===== config.mk =====
export PLATFORM = sky130hd
export DESIGN_NAME = cross_bar_arbiter_flat
export DESIGN_NICKNAME = d
export VERILOG_FILES = /design/src/rtl/cross_bar_arbiter_if.sv /design/src/rtl/cross_bar_arbiter.sv /design/src/flat_wrapper.sv
export SDC_FILE = /design/constraint.sdc
export NUM_CORES = 1
export LEC_CHECK = 0
export CELL_PAD_IN_SITES_DETAIL_PLACEMENT = 0
export CELL_PAD_IN_SITES_GLOBAL_PLACEMENT = 1
export CORE_ASPECT_RATIO = 1.1
export CORE_UTILIZATION = 26
export DETAILED_ROUTE_END_ITERATION = 7
export GPL_ROUTABILITY_DRIVEN = 0
export GPL_TIMING_DRIVEN = 1
export PLACE_DENSITY_LB_ADDON = 0.1
export SLEW_MARGIN = 20
export SYNTH_ARGS = -nofsm -noshare
export SYNTH_HDL_FRONTEND = slang
export SYNTH_SLANG_ARGS = --single-unit

===== constraint.sdc =====
create_clock -name clk -period 2.3 [get_ports clk]
set_clock_uncertainty 0.05 [all_clocks]
set_input_delay 0.46 -clock clk [delete_from_list [all_inputs] [get_ports clk]]
set_output_delay 0.46 -clock clk [all_outputs]
set_load 0.02 [all_outputs]

===== src/rtl/cross_bar_arbiter_if.sv =====
// Request/grant bundle between the masters, the commutation block and the
// per-slave round-robin arbiter. The slave modport is the arbiter's view;
// the master modport is the side that drives requests and finish pulses.
interface cross_bar_arbiter_if #(
  parameter int QTY_OF_DEVICES = 4,
  parameter int ADDR_WIDTH     = 32
);

  logic [QTY_OF_DEVICES-1:0]                      master_req;
  logic [QTY_OF_DEVICES-1:0][ADDR_WIDTH-1:0]      master_addr;
  logic [QTY_OF_DEVICES-1:0]                      session_is_finished;
  logic [QTY_OF_DEVICES-1:0][QTY_OF_DEVICES-1:0]  granted_matrix;
  logic [QTY_OF_DEVICES-1:0]                      slave_busy;

  modport master (
    output master_req,
    output master_addr,
    output session_is_finished,
    input  granted_matrix,
    input  slave_busy
  );

  modport slave (
    input  master_req,
    input  master_addr,
    input  session_is_finished,
    output granted_matrix,
    output slave_busy
  );

endinterface


===== src/rtl/cross_bar_arbiter.sv =====
// Per-slave round-robin arbiter feeding the crossbar commutation block.
// Each slave owns a small IDLE/GRANTED/RELEASE FSM, a one-hot grant register
// and a round-robin pointer. A grant is held for a whole session and dropped
// on that slave's session_is_finished pulse; slaves arbitrate independently.
module cross_bar_arbiter #(
  parameter int QTY_OF_DEVICES = 4,
  parameter int ADDR_WIDTH     = 32,
  parameter int SEL_WIDTH      = $clog2(QTY_OF_DEVICES)
) (
  input  logic             clk,
  input  logic             rst_n,
  cross_bar_arbiter_if.slave bus
);

  localparam int N = QTY_OF_DEVICES;

  typedef enum logic [1:0] {
    IDLE    = 2'd0,
    GRANTED = 2'd1,
    RELEASE = 2'd2
  } state_t;

  typedef logic [N-1:0]         vec_t;
  typedef logic [SEL_WIDTH-1:0] idx_t;

  // Round-robin search: first set request starting just after the pointer,
  // wrapping modulo N, so the last winner gets the lowest priority.
  function automatic vec_t rr_pick(input vec_t req, input idx_t ptr);
    vec_t pick;
    logic found;
    idx_t idx;
    pick  = '0;
    found = 1'b0;
    for (int k = 1; k <= N; k++) begin
      idx = ptr + idx_t'(k);
      if (!found && req[idx]) begin
        pick[idx] = 1'b1;
        found     = 1'b1;
      end
    end
    return pick;
  endfunction

  // Binary index of a one-hot grant vector (zero when the vector is empty).
  function automatic idx_t onehot_index(input vec_t oh);
    idx_t idx;
    idx = '0;
    for (int m = 0; m < N; m++) begin
      if (oh[m]) idx = idx_t'(m);
    end
    return idx;
  endfunction

  vec_t   cand      [N];
  vec_t   pick      [N];
  vec_t   grant_reg [N];
  idx_t   rr_ptr    [N];
  state_t state     [N];
  vec_t   col       [N];

  // The low address bits go on to the selected slave; only the top field is
  // decoded here, so the rest is folded into a deliberately unused sink.
  logic unused_addr_bits;
  assign unused_addr_bits = ^bus.master_addr;

  // Decode each master's target slave from the top address field.
  always_comb begin
    for (int s = 0; s < N; s++) begin
      for (int m = 0; m < N; m++) begin
        cand[s][m] = bus.master_req[m] &&
                     (bus.master_addr[m][ADDR_WIDTH-1 -: SEL_WIDTH] == idx_t'(s));
      end
    end
  end

  // Round-robin winner per slave, consumed only when that slave is IDLE.
  always_comb begin
    for (int s = 0; s < N; s++) begin
      pick[s] = rr_pick(cand[s], rr_ptr[s]);
    end
  end

  // Per-slave session FSM: grant on request, hold until finish, one dead cycle.
  always_ff @(posedge clk or negedge rst_n) begin
    if (!rst_n) begin
      for (int s = 0; s < N; s++) begin
        state[s]     <= IDLE;
        grant_reg[s] <= '0;
        rr_ptr[s]    <= idx_t'(N - 1);
      end
    end else begin
      for (int s = 0; s < N; s++) begin
        case (state[s])
          IDLE: begin
            if (|cand[s]) begin
              grant_reg[s] <= pick[s];
              state[s]     <= GRANTED;
            end else begin
              grant_reg[s] <= '0;
            end
          end
          GRANTED: begin
            if (bus.session_is_finished[s]) begin
              rr_ptr[s]    <= onehot_index(grant_reg[s]);
              grant_reg[s] <= '0;
              state[s]     <= RELEASE;
            end
          end
          RELEASE: begin
            grant_reg[s] <= '0;
            state[s]     <= IDLE;
          end
          default: begin
            grant_reg[s] <= '0;
            state[s]     <= IDLE;
          end
        endcase
      end
    end
  end

  // Mask a row during its finish pulse so the commutation FSM never sees a
  // stale grant; busy reflects the grant register itself.
  always_comb begin
    for (int s = 0; s < N; s++) begin
      bus.granted_matrix[s] = grant_reg[s] & {N{~bus.session_is_finished[s]}};
      bus.slave_busy[s]     = |grant_reg[s];
    end
  end

  // Column view of the grant matrix: col[m] bit s = master m owns slave s.
  always_comb begin
    for (int m = 0; m < N; m++) begin
      for (int s = 0; s < N; s++) begin
        col[m][s] = bus.granted_matrix[s][m];
      end
    end
  end

  for (genvar g = 0; g < N; g++) begin : g_onehot_checks
    a_row_onehot0: assert property (@(posedge clk) disable iff (!rst_n)
      $onehot0(bus.granted_matrix[g]));
    a_col_onehot0: assert property (@(posedge clk) disable iff (!rst_n)
      $onehot0(col[g]));
  end

endmodule


===== src/flat_wrapper.sv =====
// flat-port wrapper written by rule: the top's interface ports become plain ports
module cross_bar_arbiter_flat 
#(
  parameter int QTY_OF_DEVICES = 4,
  parameter int ADDR_WIDTH     = 32,
  parameter int SEL_WIDTH      = $clog2(QTY_OF_DEVICES)
)
  (clk, rst_n, bus_master_req, bus_master_addr, bus_session_is_finished, bus_granted_matrix, bus_slave_busy);
  cross_bar_arbiter_if #(.QTY_OF_DEVICES(QTY_OF_DEVICES), .ADDR_WIDTH(ADDR_WIDTH)) bus_i ();
  input  logic clk;
  input  logic rst_n;
  input wire logic [$bits(bus_i.master_req)-1:0] bus_master_req;
  input wire logic [$bits(bus_i.master_addr)-1:0] bus_master_addr;
  input wire logic [$bits(bus_i.session_is_finished)-1:0] bus_session_is_finished;
  output wire logic [$bits(bus_i.granted_matrix)-1:0] bus_granted_matrix;
  output wire logic [$bits(bus_i.slave_busy)-1:0] bus_slave_busy;
  assign bus_i.master_req = bus_master_req;
  assign bus_i.master_addr = bus_master_addr;
  assign bus_i.session_is_finished = bus_session_is_finished;
  assign bus_granted_matrix = bus_i.granted_matrix;
  assign bus_slave_busy = bus_i.slave_busy;
  cross_bar_arbiter #(.QTY_OF_DEVICES(QTY_OF_DEVICES), .ADDR_WIDTH(ADDR_WIDTH), .SEL_WIDTH(SEL_WIDTH)) u_core (.clk(clk), .rst_n(rst_n), .bus(bus_i));
endmodule

==> qor.log, run 1 <==
qor: sta.hold_ws 497 ps
qor: placement.dp.final_hpwl 6990 µm
qor: logic_synthesis.synth-async-reset-ratio 1.00
qor: logic_synthesis.ys_types 44
qor: detailed_routing.drtIter0Drc 138
qor: global_route.globalRoute.totalOverflow 0
qor: clock_network.cts_num_sinks 32
qor: clock_network.tritoncts built
qor: global_route.grt.met1_usage 0.215
qor: power.power_dissipated_by_switching_net_loads 1.54 mW
qor: detailed_routing.drc_errors 0
qor: sta.period_needed 2250 ps
qor: placement.placedInstanceArea 4100 µm²
qor: detailed_routing.routed_wire_length_per_instance 15.5 µm
qor: finish.mostFrequentLayoutCell sky130_fd_sc_hd__buf_4
qor: sta.finalCritPeriodShare 0.979
qor: outcome.run_status finished, final reports clean
qor: finish.num_antenna_cells 0
qor: die.chipWidth 106 µm
qor: detailed_routing.num_vias 3,027
qor: global_route.grt_use_met3 0.0233
qor: placement.dp_cells 574
qor: placement.placement.setup.worst_slack -471 ps
qor: logic_synthesis.postSynthCellCount 334
qor: finish.finalNonFillerCells 582
qor: global_route.groute.usage.overall 0.156
qor: logic_synthesis.synthFlopType sky130_fd_sc_hd__dfrtp_1
qor: global_route.antenna_found_initial 0
qor: logic_synthesis.yosysWarningCount 0
qor: logic_synthesis.syn-cell-area 3120 µm²
qor: power.p_sw_frac 0.397
qor: global_route.busiest_layer met2
qor: finish.total_area_of_multi_input_combinational_cells 2170 µm²
qor: clock_network.h-tree-depth 2
qor: detailed_routing.vias_per_cell 5.20
qor: worst_setup_path.category_of_the_critical_setup_timing_path input port to primary output
qor: placement.port_buffers 37
qor: worst_setup_path.cp_max_fo 5
qor: detailed_routing.wl 9030 µm
qor: finish.area_delta_synth_final 37.0%
qor: logic_synthesis.netlist.top_cell.by_area sky130_fd_sc_hd__dfrtp_1
qor: power.pwr-share-comb 0.557
qor: logic_synthesis.synth_top_area_share 0.192
qor: finish.fin_area 4280 µm²
qor: die.design.portCount 158
qor: clock_network.root_buffer sky130_fd_sc_hd__clkbuf_16
qor: worst_hold_path.worstHoldPathType register to register
qor: sta.finalSetupViolations 0
qor: clock_network.clock_path_buffers 2
qor: power.power.density 908 nW/µm²
qor: logic_synthesis.syn_area_per_cell 9.34 µm²
qor: sta.worstMarginPinSlew 440 ps
qor: power.power_frac_seq 0.233
qor: sta.rsz0062_at_grt no
qor: sta.finalMaxSlewViolations 0
qor: global_route.grt_pass1_wl 15,300 µm
qor: global_route.globalRouteMet2Util 0.254
qor: clock_network.clkLatencyLatePin 280 ps
qor: sta.hold_violations 0
qor: logic_synthesis.yosys_register_bits 32
qor: sta.slew_margin_rel 0.707
qor: power.irDropWorstVdd 0.385 mV
qor: worst_setup_path.worstSetupStartpointType input port
qor: power.leakage 1.84 nW
qor: logic_synthesis.postSynthNetCount 504
qor: sta.setup_ws 48.7 ps
qor: run.max_cap_violations 0
qor: worst_setup_path.worst-endpoint-required 1790 ps
qor: worst_setup_path.arrival 1740 ps
qor: clock_network.post_cts_hold_buffer_count 0
qor: logic_synthesis.number_of_flops_mapped_to_enable_cells_by_yosys 0
qor: die.design.core.area 11,600 µm²
qor: finish.most_used_cells_in_the_layout_excluding_fill_and_tap_cells sky130_fd_sc_hd__buf_4 (69), sky130_fd_sc_hd__ha_1 (32), sky130_fd_sc_hd__dfrtp_1 (24), sky130_fd_sc_hd__o21ai_0 (23), sky130_fd_sc_hd__clkdlybuf4s50_1 (23)
qor: die.design.die.area 12,400 µm²
qor: logic_synthesis.synthTopCellsByArea sky130_fd_sc_hd__dfrtp_1 (19%), sky130_fd_sc_hd__ha_1 (13%), sky130_fd_sc_hd__mux4_2 (7.9%), sky130_fd_sc_hd__dfstp_2 (6.7%), sky130_fd_sc_hd__a221o_1 (5.1%)
qor: power.p_int 2.34 mW
qor: detailed_routing.drt.antenna.violating_nets 0
qor: clock_network.clkSlewWorstSetupHoldPaths 50 ps
qor: finish.largest_register_ff_count 16
qor: finish.nNetsFinal 601
qor: die.chipHeight 117 µm
qor: global_route.grt_max_degree 33
qor: finish.finalCoreUtilization 0.369
qor: die.rows 41
qor: clock_network.post_cts_buffers 0
qor: sta.achievable-frequency 444 MHz
qor: global_route.first_global_vias 2,999
qor: worst_setup_path.worst_setup_path_end_kind primary output
qor: finish.ff_latch_area 811 µm²
qor: detailed_routing.drt_first_pass_iters 4
qor: logic_synthesis.yosysSeqAreaShare 0.260
qor: power.share_clk_of_total_power 0.210
qor: die.initial_utilization 0.269
qor: clock_network.cts_made_buffers 5
qor: finish.layout-drive-gt1-share 0.257
qor: finish.fillers 1,247
-- routing by layer --
layer / wire length (µm) / vias to the layer above
met2: 4110 / 72
met4: 139 / 0
met3: 353 / 9
met1: 4430 / 1451
met5: 0 / -
li1: - / 1495
-- worst max-delay path, cell delays in order --
cell and delay (ps):
sky130_fd_sc_hd__clkdlybuf4s50_1 510, sky130_fd_sc_hd__nor2b_1 160, sky130_fd_sc_hd__clkdlybuf4s50_1 610
-- synthesized netlist by cell type, drive strengths merged, types with 4 or more instances --
| library cell | n |
|---|---|
| nand4 | 6 |
| a32o | 4 |
| nand4b | 10 |
| nand2 | 13 |
| o21ai | 24 |
| clkbuf | 7 |
| ha | 32 |
| a31oi | 12 |
| buf | 9 |
| dfrtp | 24 |
| o211ai | 8 |
| nand3b | 12 |
| nor3b | 8 |
| and3b | 5 |
| nor3 | 10 |
| a21oi | 15 |
| dfstp | 8 |
| nor2 | 17 |
| or3b | 4 |
| nor2b | 20 |
| or2 | 6 |
| a221o | 16 |
| inv | 12 |
| nand3 | 18 |
| mux4 | 11 |
| a22o | 4 |
-- worst paths after layout --
kind	startpoint	to	slack, ps	depth (start not counted)
min	u_core.grant_reg[4]	u_core.grant_reg[4]	500	1
max in group asynchronous	rst_n	u_core.rr_ptr[6]	1320	2
min reg2reg	u_core.grant_reg[4]	u_core.grant_reg[4]	500	1
max reg2reg	u_core.rr_ptr[4]	u_core.grant_reg[9]	100	6
min in group asynchronous	rst_n	u_core.grant_reg[8]	540	2
max	bus_session_is_finished[0]	bus_granted_matrix[2]	50	3
-- layout make-up --
| type | instances | share of cell area |
|---|---|---|
| Clock buffer | 7 | 0.0357 |
| Clock inverter | 1 | 0.00702 |
| Inverter | 12 | 0.0105 |
| Multi-Input combinational cell | 274 | 0.508 |
| Sequential cell | 32 | 0.190 |
| Tap cell | 150 | 0.0439 |
| Timing Repair Buffer | 106 | 0.205 |
-- metrics by stage --
stage / power (mW) / setup TNS, ps
3_5_place_dp: 3.09 / -5540
5_1_grt: 4.21 / 0
2_1_floorplan: 2.21 / 0
6_report: 3.88 / 0
4_1_cts: 3.94 / 0
3_3_place_gp: 3.10 / -5480
-- power groups by stage --
stage          registers (mW)  clock network [mW]  logic (mW)
6_report                0.905               0.814        2.16
5_1_grt                 0.940               0.862        2.41
4_1_cts                 0.909               0.846        2.19
3_5_place_dp            0.915                   0        2.18
3_3_place_gp            0.911                   0        2.19
2_1_floorplan           0.934                   0        1.28
-- logic make-up (layout without fill, tap and decap cells) --
| kind of cell | Yosys count | after routing | share of synthesized area |
|---|---|---|---|
| and+or+nand+nor | 139 | 139 | 0.278 |
| AOI/OAI and AO/OA | 92 | 92 | 0.208 |
| adders and majority gates | 32 | 32 | 0.128 |
| DFF | 32 | 32 | 0.260 |
| buffers and inverters | 28 | 126 | 0.0465 |
| muxes | 11 | 11 | 0.0794 |
-- timing repair --
item / in CTS / in global routing
setup endpoints to repair: 12 / 3
pin swaps: 1 / 0
gates resized for setup: 13 / 3
Power figures use the tool's default switching activity.
==> run 2, diff against run 1 <==
--- a/config.mk
+++ b/config.mk
@@ -5,10 +5,11 @@
 export SDC_FILE = /design/constraint.sdc
 export NUM_CORES = 1
 export LEC_CHECK = 0
+export ABC_AREA = 1
 export CELL_PAD_IN_SITES_DETAIL_PLACEMENT = 0
 export CELL_PAD_IN_SITES_GLOBAL_PLACEMENT = 1
 export CORE_ASPECT_RATIO = 1.1
-export CORE_UTILIZATION = 26
+export CORE_UTILIZATION = 25
 export DETAILED_ROUTE_END_ITERATION = 7
 export GPL_ROUTABILITY_DRIVEN = 0
 export GPL_TIMING_DRIVEN = 1
==> run 2 against run 1 <==
  * Worst hold slack got worse by 68 ps
  * Count of clock-buffer cells in the layout did not move
  * Critical endpoint is now bus_granted_matrix[5]
  * Critical path depth did not move
  * Highest routed layer unchanged
  * Sequential cell count did not move
  * Largest power group unchanged
  * Final cell count rose by 23%
  * Power rose by 17%
  * Routed wire length fell by 2.1%
==> qor.log, run 2 <==
qor: logic_synthesis.netlist.top_cell.by_area sky130_fd_sc_hd__dfrtp_1 [unchanged]
qor: clock_network.cts_made_buffers 5 [unchanged]
qor: worst_setup_path.r2r-end u_core.grant_reg[15] [was u_core.grant_reg[9]]
qor: finish.finalNonFillerCells 716 [was 582]
qor: logic_synthesis.yosysSeqAreaShare 0.249 [was 0.260]
qor: clock_network.tritoncts built [unchanged]
qor: detailed_routing.routed_wire_length_per_instance 12.4 µm [was 15.5 µm]
qor: clock_network.h-tree-depth 2 [unchanged]
qor: logic_synthesis.postSynthCellCount 496 [was 334]
qor: sta.finalSetupViolations 0 [unchanged]
qor: die.design.core.area 12,600 µm² [was 11,600 µm²]
qor: worst_setup_path.worst-endpoint-required 1790 ps [about the same]
qor: outcome.run_status finished, final reports clean [unchanged]
qor: detailed_routing.drc_errors 0 [unchanged]
qor: logic_synthesis.synthTopCellsByArea sky130_fd_sc_hd__dfrtp_1 (18%), sky130_fd_sc_hd__nand2_1 (17%), sky130_fd_sc_hd__nand3_1 (17%), sky130_fd_sc_hd__ha_1 (12%), sky130_fd_sc_hd__dfstp_2 (6.5%) [was sky130_fd_sc_hd__dfrtp_1 (19%), sky130_fd_sc_hd__ha_1 (13%), sky130_fd_sc_hd__mux4_2 (7.9%), sky130_fd_sc_hd__dfstp_2 (6.7%), sky130_fd_sc_hd__a221o_1 (5.1%)]
qor: logic_synthesis.main_combinational_cell_family_by_area_after_synthesis simple AND/OR/NAND/NOR gates [unchanged]
qor: sta.period_needed 2210 ps [was 2250 ps]
qor: finish.most_used_cells_in_the_layout_excluding_fill_and_tap_cells sky130_fd_sc_hd__nand2_1 (151), sky130_fd_sc_hd__nand3_1 (108), sky130_fd_sc_hd__inv_1 (53), sky130_fd_sc_hd__clkdlybuf4s50_1 (36), sky130_fd_sc_hd__nor2_1 (33) [was sky130_fd_sc_hd__buf_4 (69), sky130_fd_sc_hd__ha_1 (32), sky130_fd_sc_hd__dfrtp_1 (24), sky130_fd_sc_hd__o21ai_0 (23), sky130_fd_sc_hd__clkdlybuf4s50_1 (23)]
qor: placement.dp.final_hpwl 6920 µm [was 6990 µm]
qor: detailed_routing.num_vias 3,204 [was 3,027]
qor: detailed_routing.drtIter0Drc 123 [was 138]
qor: worst_setup_path.slowest_delay 610 ps [about the same]
qor: clock_network.cts_num_sinks 32 [unchanged]
qor: finish.mostFrequentLayoutCell sky130_fd_sc_hd__nand2_1 [was sky130_fd_sc_hd__buf_4]
qor: detailed_routing.drt_first_pass_iters 5 [was 4]
qor: global_route.antenna_found_initial 0 [unchanged]
qor: worst_setup_path.r2r_setup_slack 300 ps [was 100 ps]
qor: clock_network.root_buffer sky130_fd_sc_hd__clkbuf_16 [unchanged]
qor: run.max_cap_violations 0 [unchanged]
qor: worst_setup_path.crit_top_cell sky130_fd_sc_hd__clkdlybuf4s50_1 [unchanged]
qor: worst_setup_path.worstSetupEndpoint bus_granted_matrix[5] [was bus_granted_matrix[2]]
qor: worst_setup_path.reg2regPathDepth 10 [was 6]
qor: logic_synthesis.ys_types 22 [was 44]
qor: worst_setup_path.worst_setup_path_end_kind primary output [unchanged]
qor: finish.nNetsFinal 728 [was 601]
qor: power.leakage 2.07 nW [was 1.84 nW]
qor: logic_synthesis.syn_area_per_cell 6.56 µm² [was 9.34 µm²]
qor: detailed_routing.wl 8840 µm [was 9030 µm]
qor: placement.dp_cells 708 [was 574]
qor: detailed_routing.vias_per_cell 4.47 [was 5.20]
qor: die.chipHeight 122 µm [was 117 µm]
qor: worst_setup_path.cp.depth 3 [unchanged]
qor: logic_synthesis.synth.most_common_cell sky130_fd_sc_hd__nand2_1 [was sky130_fd_sc_hd__ha_1]
qor: logic_synthesis.synth_simple_gate_area_share 0.510 [was 0.278]
qor: clock_network.clkSlewWorstSetupHoldPaths 50 ps [about the same]
qor: logic_synthesis.adder_cell_share_of_the_synthesized_area 0.123 [was 0.128]
qor: global_route.first_global_vias 3,202 [was 2,999]
qor: clock_network.post_cts_hold_buffer_count 0 [unchanged]
qor: die.rows 43 [was 41]
qor: detailed_routing.drt.antenna.violating_nets 0 [unchanged]
qor: finish.layout-drive-gt1-share 0.156 [was 0.257]
qor: worst_setup_path.critPathSlowestCell sky130_fd_sc_hd__clkdlybuf4s50_1 [unchanged]
qor: worst_setup_path.arrival 1700 ps [was 1740 ps]
qor: clock_network.clkLatencyLatePin 290 ps [was 280 ps]
qor: finish.fin_area 4160 µm² [was 4280 µm²]
qor: sta.rsz0062_at_grt no [unchanged]
qor: worst_hold_path.worstHoldPathType register to register [unchanged]
qor: die.design.portCount 158 [unchanged]
qor: power.irDropWorstVdd 0.478 mV [was 0.385 mV]
qor: logic_synthesis.postSynthNetCount 666 [was 504]
qor: worst_setup_path.cp_max_fo 5 [unchanged]
qor: logic_synthesis.post_synth_most_frequent_cells sky130_fd_sc_hd__nand2_1 (151), sky130_fd_sc_hd__nand3_1 (108), sky130_fd_sc_hd__inv_1 (53) [was sky130_fd_sc_hd__ha_1 (32), sky130_fd_sc_hd__dfrtp_1 (24), sky130_fd_sc_hd__o21ai_0 (24)]
qor: placement.port_buffers 37 [unchanged]
qor: global_route.grt_pass1_wl 15,300 µm [unchanged]
qor: placement.placedInstanceArea 3980 µm² [was 4100 µm²]
qor: global_route.globalRoute.totalOverflow 0 [unchanged]
qor: sta.finalCritPeriodShare 0.960 [was 0.979]
qor: sta.slew_margin_rel 0.695 [was 0.707]
qor: finish.largest_register_ff_count 16 [unchanged]
qor: worst_setup_path.critical_path.reg2reg.startpoint u_core.rr_ptr[7] [was u_core.rr_ptr[4]]
qor: sta.finalMaxSlewViolations 0 [unchanged]
qor: finish.area_delta_synth_final 27.9% [was 37.0%]
qor: die.chipWidth 111 µm [was 106 µm]
qor: die.initial_utilization 0.257 [was 0.269]
qor: worst_setup_path.worstSetupStartpoint bus_session_is_finished[1] [was bus_session_is_finished[0]]
qor: worst_setup_path.worstPathCellList clkdlybuf4s50_1 > nor2_1 > clkdlybuf4s50_1 [was clkdlybuf4s50_1 > nor2b_1 > clkdlybuf4s50_1]
qor: logic_synthesis.syn-cell-area 3250 µm² [was 3120 µm²]
qor: sta.worstMarginPinSlew 457 ps [was 440 ps]
qor: power.power.density 1090 nW/µm² [was 908 nW/µm²]
qor: worst_setup_path.category_of_the_critical_setup_timing_path input port to primary output [unchanged]
qor: sta.hold_violations 0 [unchanged]
qor: logic_synthesis.synth-compound-area-share 0.0304 [was 0.208]
qor: logic_synthesis.synth_top_area_share 0.185 [was 0.192]
qor: clock_network.clock_path_buffers 2 [unchanged]
qor: logic_synthesis.post_synth_xor_area_fraction 0 [unchanged]
qor: worst_setup_path.cpLargestDelayFamily buffers and inverters [unchanged]
qor: worst_setup_path.worstSetupStartpointType input port [unchanged]
qor: logic_synthesis.yosysWarningCount 0 [unchanged]
qor: logic_synthesis.number_of_flops_mapped_to_enable_cells_by_yosys 0 [unchanged]
qor: global_route.grt_max_degree 33 [unchanged]
qor: logic_synthesis.synthFlopType sky130_fd_sc_hd__dfrtp_1 [unchanged]
qor: global_route.groute.usage.overall 0.141 [was 0.156]
qor: logic_synthesis.synth-async-reset-ratio 1.00 [unchanged]
qor: die.design.die.area 13,500 µm² [was 12,400 µm²]
qor: logic_synthesis.yosys_register_bits 32 [unchanged]
qor: worst_setup_path.crit_buf_inv 2 [unchanged]
qor: finish.num_antenna_cells 0 [unchanged]
qor: logic_synthesis.synth_mux_area_frac 0 [was 0.0794]
qor: sta.achievable-frequency 453 MHz [was 444 MHz]
## run 2: changes by cell type after synthesis, moves of 11 or more
| cell | previous run | this run |
|---|---|---|
| sky130_fd_sc_hd__nand2_1 | 13 | 151 |
| sky130_fd_sc_hd__nand3_1 | 18 | 108 |
| sky130_fd_sc_hd__inv_1 | 12 | 53 |
| sky130_fd_sc_hd__nor2b_1 | 20 | 0 |
| sky130_fd_sc_hd__a221o_1 | 16 | 0 |
| sky130_fd_sc_hd__nor2_1 | 17 | 33 |
| sky130_fd_sc_hd__a31oi_1 | 12 | 0 |
| sky130_fd_sc_hd__nand2_2 | 0 | 12 |
| sky130_fd_sc_hd__nand3b_1 | 12 | 0 |
| sky130_fd_sc_hd__o21ai_0 | 24 | 12 |
| sky130_fd_sc_hd__a21oi_1 | 15 | 4 |
| sky130_fd_sc_hd__mux4_2 | 11 | 0 |
## run 2: worst reg2reg max path: stages, from the launching register on
cell	delay [ps]
sky130_fd_sc_hd__dfstp_2	600
sky130_fd_sc_hd__inv_1	140
sky130_fd_sc_hd__ha_1	380
sky130_fd_sc_hd__inv_1	100
sky130_fd_sc_hd__nand2_1	90
sky130_fd_sc_hd__nand2_2	100
sky130_fd_sc_hd__nor2_2	170
sky130_fd_sc_hd__nand3_1	100
sky130_fd_sc_hd__nand3_1	100
sky130_fd_sc_hd__nand2_1	60
sky130_fd_sc_hd__nand2_1	70
## run 2: logic make-up (layout without fill, tap and decap cells)
logic type	after synthesis	in the layout
buf+inv	69	132
simple gates	344	344
compound gates	19	19
fa+ha+maj	32	32
flops	32	32
## run 2: timing repair
item | CTS | global route
gates resized for setup | 0 | 1
endpoints found under the setup margin | 0 | 1
setup buffers | 0 | 0
## run 2: metal layers
metal | track usage | part of all wire
met2 | 0.230 | 0.45
met5 | 0 | 0
met3 | 0.0279 | 0.023
met4 | 0.0425 | 0.012
met1 | 0.188 | 0.52
## run 2: worst min path at each step
stage / start / endpoint / slack [ps] / cells after the start
2_1_floorplan: rst_n / u_core.grant_reg[0] / 110 / 0
3_3_place_gp: u_core.grant_reg[12] / u_core.grant_reg[12] / 420 / 2
3_5_place_dp: u_core.grant_reg[4] / u_core.grant_reg[4] / 420 / 2
4_1_cts: u_core.grant_reg[8] / u_core.grant_reg[8] / 440 / 2
5_1_grt: u_core.grant_reg[4] / u_core.grant_reg[4] / 470 / 2
6_report: u_core.grant_reg[8] / u_core.grant_reg[8] / 430 / 2
## run 2: layout make-up
| cell class | instances | area [µm²] |
|---|---|---|
| clock inverters | 1 | 30.0 |
| well taps | 157 | 196 |
| clock buffers | 7 | 153 |
| multi-input cells | 395 | 2160 |
| flip-flops and latches | 32 | 811 |
| fillers | 1395 | 8480 |
| inverters | 60 | 225 |
| repair buffers | 64 | 588 |
## run 2: stage by stage
stage / power [mW] / utilization / setup slack [ps] / setup TNS, ps / hold slack (ps)
final: 4.52 / 0.329 / 91.7 / 0 / 429
after global routing: 5.00 / 0.329 / 3.49 / 0 / 468
after CTS: 4.60 / 0.329 / 58.3 / 0 / 439
after detailed placement: 3.74 / 0.314 / 12.5 / 0 / 420
after global placement: 3.74 / 0.314 / -9.11 / -9.11 / 419
after floorplan: 2.84 / - / 349 / 0 / 114
## run 2: power by group
| group | switching [mW] | internal, mW | total [mW] |
|---|---|---|---|
| Sequential | 0.145 | 0.792 | 0.937 |
| Combinational | 1.74 | 1.02 | 2.76 |
| Clock | 0.256 | 0.570 | 0.826 |
==> run 3, diff against run 2 <==
--- a/config.mk
+++ b/config.mk
@@ -6,6 +6,7 @@
 export NUM_CORES = 1
 export LEC_CHECK = 0
 export ABC_AREA = 1
+export CAP_MARGIN = 20
 export CELL_PAD_IN_SITES_DETAIL_PLACEMENT = 0
 export CELL_PAD_IN_SITES_GLOBAL_PLACEMENT = 1
 export CORE_ASPECT_RATIO = 1.1
@@ -14,6 +15,7 @@
 export GPL_ROUTABILITY_DRIVEN = 0
 export GPL_TIMING_DRIVEN = 1
 export PLACE_DENSITY_LB_ADDON = 0.1
+export SETUP_SLACK_MARGIN = 0.1
 export SLEW_MARGIN = 20
 export SYNTH_ARGS = -nofsm -noshare
 export SYNTH_HDL_FRONTEND = slang
==> run 3 against run 2 <==
  * Register-to-register slack is essentially flat
  * Critical endpoint is now bus_slave_busy[1]
  * Setup slack better by 190 ps
  * Largest power group unchanged
  * Maximum frequency rose by 9.6%
  * Count of clock-buffer cells in the layout did not move
  * Non-clock buffer count unchanged
  * Critical path type is now register to primary output
  * Final area grew 0.45%
  * Critical path depth stayed put
  * Die area stayed put
  * Sequential power is essentially flat
==> qor.log, run 3 (same netlist as run 2, synthesis figures left out) <==
qor: outcome.run_status finished, final reports clean [unchanged]
qor: sta.worstMarginPinSlew 460 ps [was 457 ps]
qor: power.leakage 2.27 nW [was 2.07 nW]
qor: placement.port_buffers 37 [unchanged]
qor: finish.most_used_cells_in_the_layout_excluding_fill_and_tap_cells sky130_fd_sc_hd__nand2_1 (151), sky130_fd_sc_hd__nand3_1 (108), sky130_fd_sc_hd__inv_1 (53), sky130_fd_sc_hd__nor2_1 (33), sky130_fd_sc_hd__ha_1 (32) [was sky130_fd_sc_hd__nand2_1 (151), sky130_fd_sc_hd__nand3_1 (108), sky130_fd_sc_hd__inv_1 (53), sky130_fd_sc_hd__clkdlybuf4s50_1 (36), sky130_fd_sc_hd__nor2_1 (33)]
qor: placement.placedInstanceArea 3980 µm² [unchanged]
qor: clock_network.root_buffer sky130_fd_sc_hd__clkbuf_16 [unchanged]
qor: global_route.globalRoute.totalOverflow 0 [unchanged]
qor: worst_setup_path.cpLargestDelayFamily buffers and inverters [unchanged]
qor: worst_setup_path.cp_max_fo 3 [was 5]
qor: sta.period_needed 2010 ps [was 2210 ps]
qor: worst_setup_path.arrival 1500 ps [was 1700 ps]
qor: power.power.density 1080 nW/µm² [was 1090 nW/µm²]
qor: detailed_routing.drc_errors 0 [unchanged]
qor: sta.finalCritPeriodShare 0.876 [was 0.960]
qor: sta.fin_tns_setup 0 ps [unchanged]
qor: worst_hold_path.worstHoldPathType register to register [unchanged]
qor: finish.fillers 1,397 [was 1,395]
qor: die.initial_utilization 0.257 [unchanged]
qor: finish.num_antenna_cells 0 [unchanged]
qor: detailed_routing.num_vias 3,212 [was 3,204]
qor: finish.area_delta_synth_final 28.5% [was 27.9%]
qor: worst_setup_path.cp.depth 3 [unchanged]
qor: worst_setup_path.critPathSlowestCell sky130_fd_sc_hd__clkdlybuf4s50_1 [unchanged]
qor: die.chipHeight 122 µm [unchanged]
qor: die.design.portCount 158 [unchanged]
qor: worst_setup_path.slowest_delay 550 ps [was 610 ps]
qor: worst_setup_path.crit_buf_inv 1 [was 2]
qor: clock_network.cts_made_buffers 5 [unchanged]
qor: sta.achievable-frequency 496 MHz [was 453 MHz]
qor: placement.dp.final_hpwl 6920 µm [unchanged]
qor: finish.mostFrequentLayoutCell sky130_fd_sc_hd__nand2_1 [unchanged]
qor: clock_network.clock_path_buffers 2 [unchanged]
qor: worst_setup_path.worstPathCellList nor2_1 > nand3_1 > clkdlybuf4s50_1 [was clkdlybuf4s50_1 > nor2_1 > clkdlybuf4s50_1]
qor: finish.largest_register_ff_count 16 [unchanged]
qor: detailed_routing.wl 8860 µm [was 8840 µm]
qor: clock_network.clkSlewWorstSetupHoldPaths 50 ps [about the same]
qor: global_route.groute.usage.overall 0.141 [unchanged]
qor: detailed_routing.drt_first_pass_iters 5 [unchanged]
qor: clock_network.cts_num_sinks 32 [unchanged]
qor: global_route.busiest_layer met2 [unchanged]
qor: detailed_routing.routed_wire_length_per_instance 12.4 µm [about the same]
qor: power.fin_total_pwr 4.50 mW [was 4.52 mW]
qor: sta.finalSetupViolations 0 [unchanged]
qor: clock_network.clkLatencyLatePin 290 ps [about the same]
qor: detailed_routing.drtIter0Drc 125 [was 123]
qor: global_route.grt_max_degree 33 [unchanged]
qor: clock_network.post_cts_buffers 0 [unchanged]
qor: global_route.antenna_found_initial 0 [unchanged]
qor: detailed_routing.drt.antenna.violating_nets 0 [unchanged]
qor: run.max_cap_violations 0 [unchanged]
qor: die.design.core.area 12,600 µm² [unchanged]
qor: detailed_routing.vias_per_cell 4.49 [was 4.47]
qor: power.irDropWorstVdd 0.489 mV [was 0.478 mV]
qor: worst_setup_path.category_of_the_critical_setup_timing_path register to primary output [was input port to primary output]
qor: sta.hold_ws 429 ps [about the same]
qor: finish.layout-drive-gt1-share 0.156 [unchanged]
qor: die.rows 43 [unchanged]
qor: worst_setup_path.reg2regPathDepth 10 [unchanged]
qor: global_route.grt.met1_usage 0.188 [unchanged]
qor: clock_network.h-tree-depth 2 [unchanged]
qor: global_route.grt_use_met3 0.0279 [unchanged]
qor: clock_network.tritoncts built [unchanged]
qor: worst_setup_path.worst-endpoint-required 1790 ps [about the same]
qor: sta.hold_violations 0 [unchanged]
qor: sta.rsz0062_at_grt no [unchanged]
qor: global_route.globalRouteMet2Util 0.230 [unchanged]
qor: sta.slew_margin_rel 0.693 [was 0.695]
qor: finish.nNetsFinal 728 [unchanged]
qor: die.design.die.area 13,500 µm² [unchanged]
qor: worst_hold_path.hold-path-cell-count 2 [unchanged]
qor: global_route.grt_pass1_wl 15,300 µm [unchanged]
qor: finish.fin_area 4180 µm² [was 4160 µm²]
qor: global_route.first_global_vias 3,206 [was 3,202]
qor: worst_setup_path.worst_setup_path_end_kind primary output [unchanged]
qor: sta.finalMaxSlewViolations 0 [unchanged]
qor: die.chipWidth 111 µm [unchanged]
qor: worst_setup_path.worstSetupStartpointType register [was input port]
[run 3: worst min-delay path, stage by stage, from the launching register on]
cell and delay [ps]:
sky130_fd_sc_hd__dfrtp_1 340, sky130_fd_sc_hd__nand2_1 50, sky130_fd_sc_hd__nand2_1 50
[run 3: per-layer routing]
metal	up-vias	routed length, µm
li1	1720	-
met1	1451	4520
met2	35	3990
met3	6	235
met4	0	108
met5	-	0
[run 3: metrics by stage]
stage          instances  setup slack [ps]   util
3_3_place_gp         708             -9.11  0.314
3_5_place_dp         708              12.5  0.314
5_1_grt              716               130  0.331
6_report             716               286  0.331
4_1_cts              716               106  0.328
2_1_floorplan        496               349      -
[run 3: path summary, 6_finish.rpt]
kind / startpoint / endpoint / slack [ps]
min in group asynchronous: rst_n / u_core.grant_reg[7] / 540
max: u_core.grant_reg[10] / bus_slave_busy[1] / 290
min: u_core.grant_reg[8] / u_core.grant_reg[8] / 430
max reg2reg: u_core.rr_ptr[7] / u_core.grant_reg[15] / 300
max in group asynchronous: rst_n / u_core.rr_ptr[4] / 1290
min reg2reg: u_core.grant_reg[8] / u_core.grant_reg[8] / 430
[run 3: area by class of cell]
| cell class | count | area, µm² | share of cell area |
|---|---|---|---|
| Clock buffer | 7 | 153 | 0.0365 |
| Timing Repair Buffer | 64 | 607 | 0.145 |
| Multi-Input combinational cell | 395 | 2160 | 0.516 |
| Tap cell | 157 | 196 | 0.0470 |
| Sequential cell | 32 | 811 | 0.194 |
| Inverter | 60 | 225 | 0.0539 |
| Clock inverter | 1 | 30.0 | 0.00718 |
[run 3: where the power goes]
group	switching, mW	internal [mW]	total [mW]
logic	1.74	1.00	2.74
clock network	0.256	0.570	0.826
registers	0.145	0.792	0.936
[run 3: what timing repair did]
action                                  4_1_cts  5_1_grt
pin swaps                                     0        0
endpoints found under the setup margin        5       11
hold buffers                                  0        0
resized for setup                             5       11
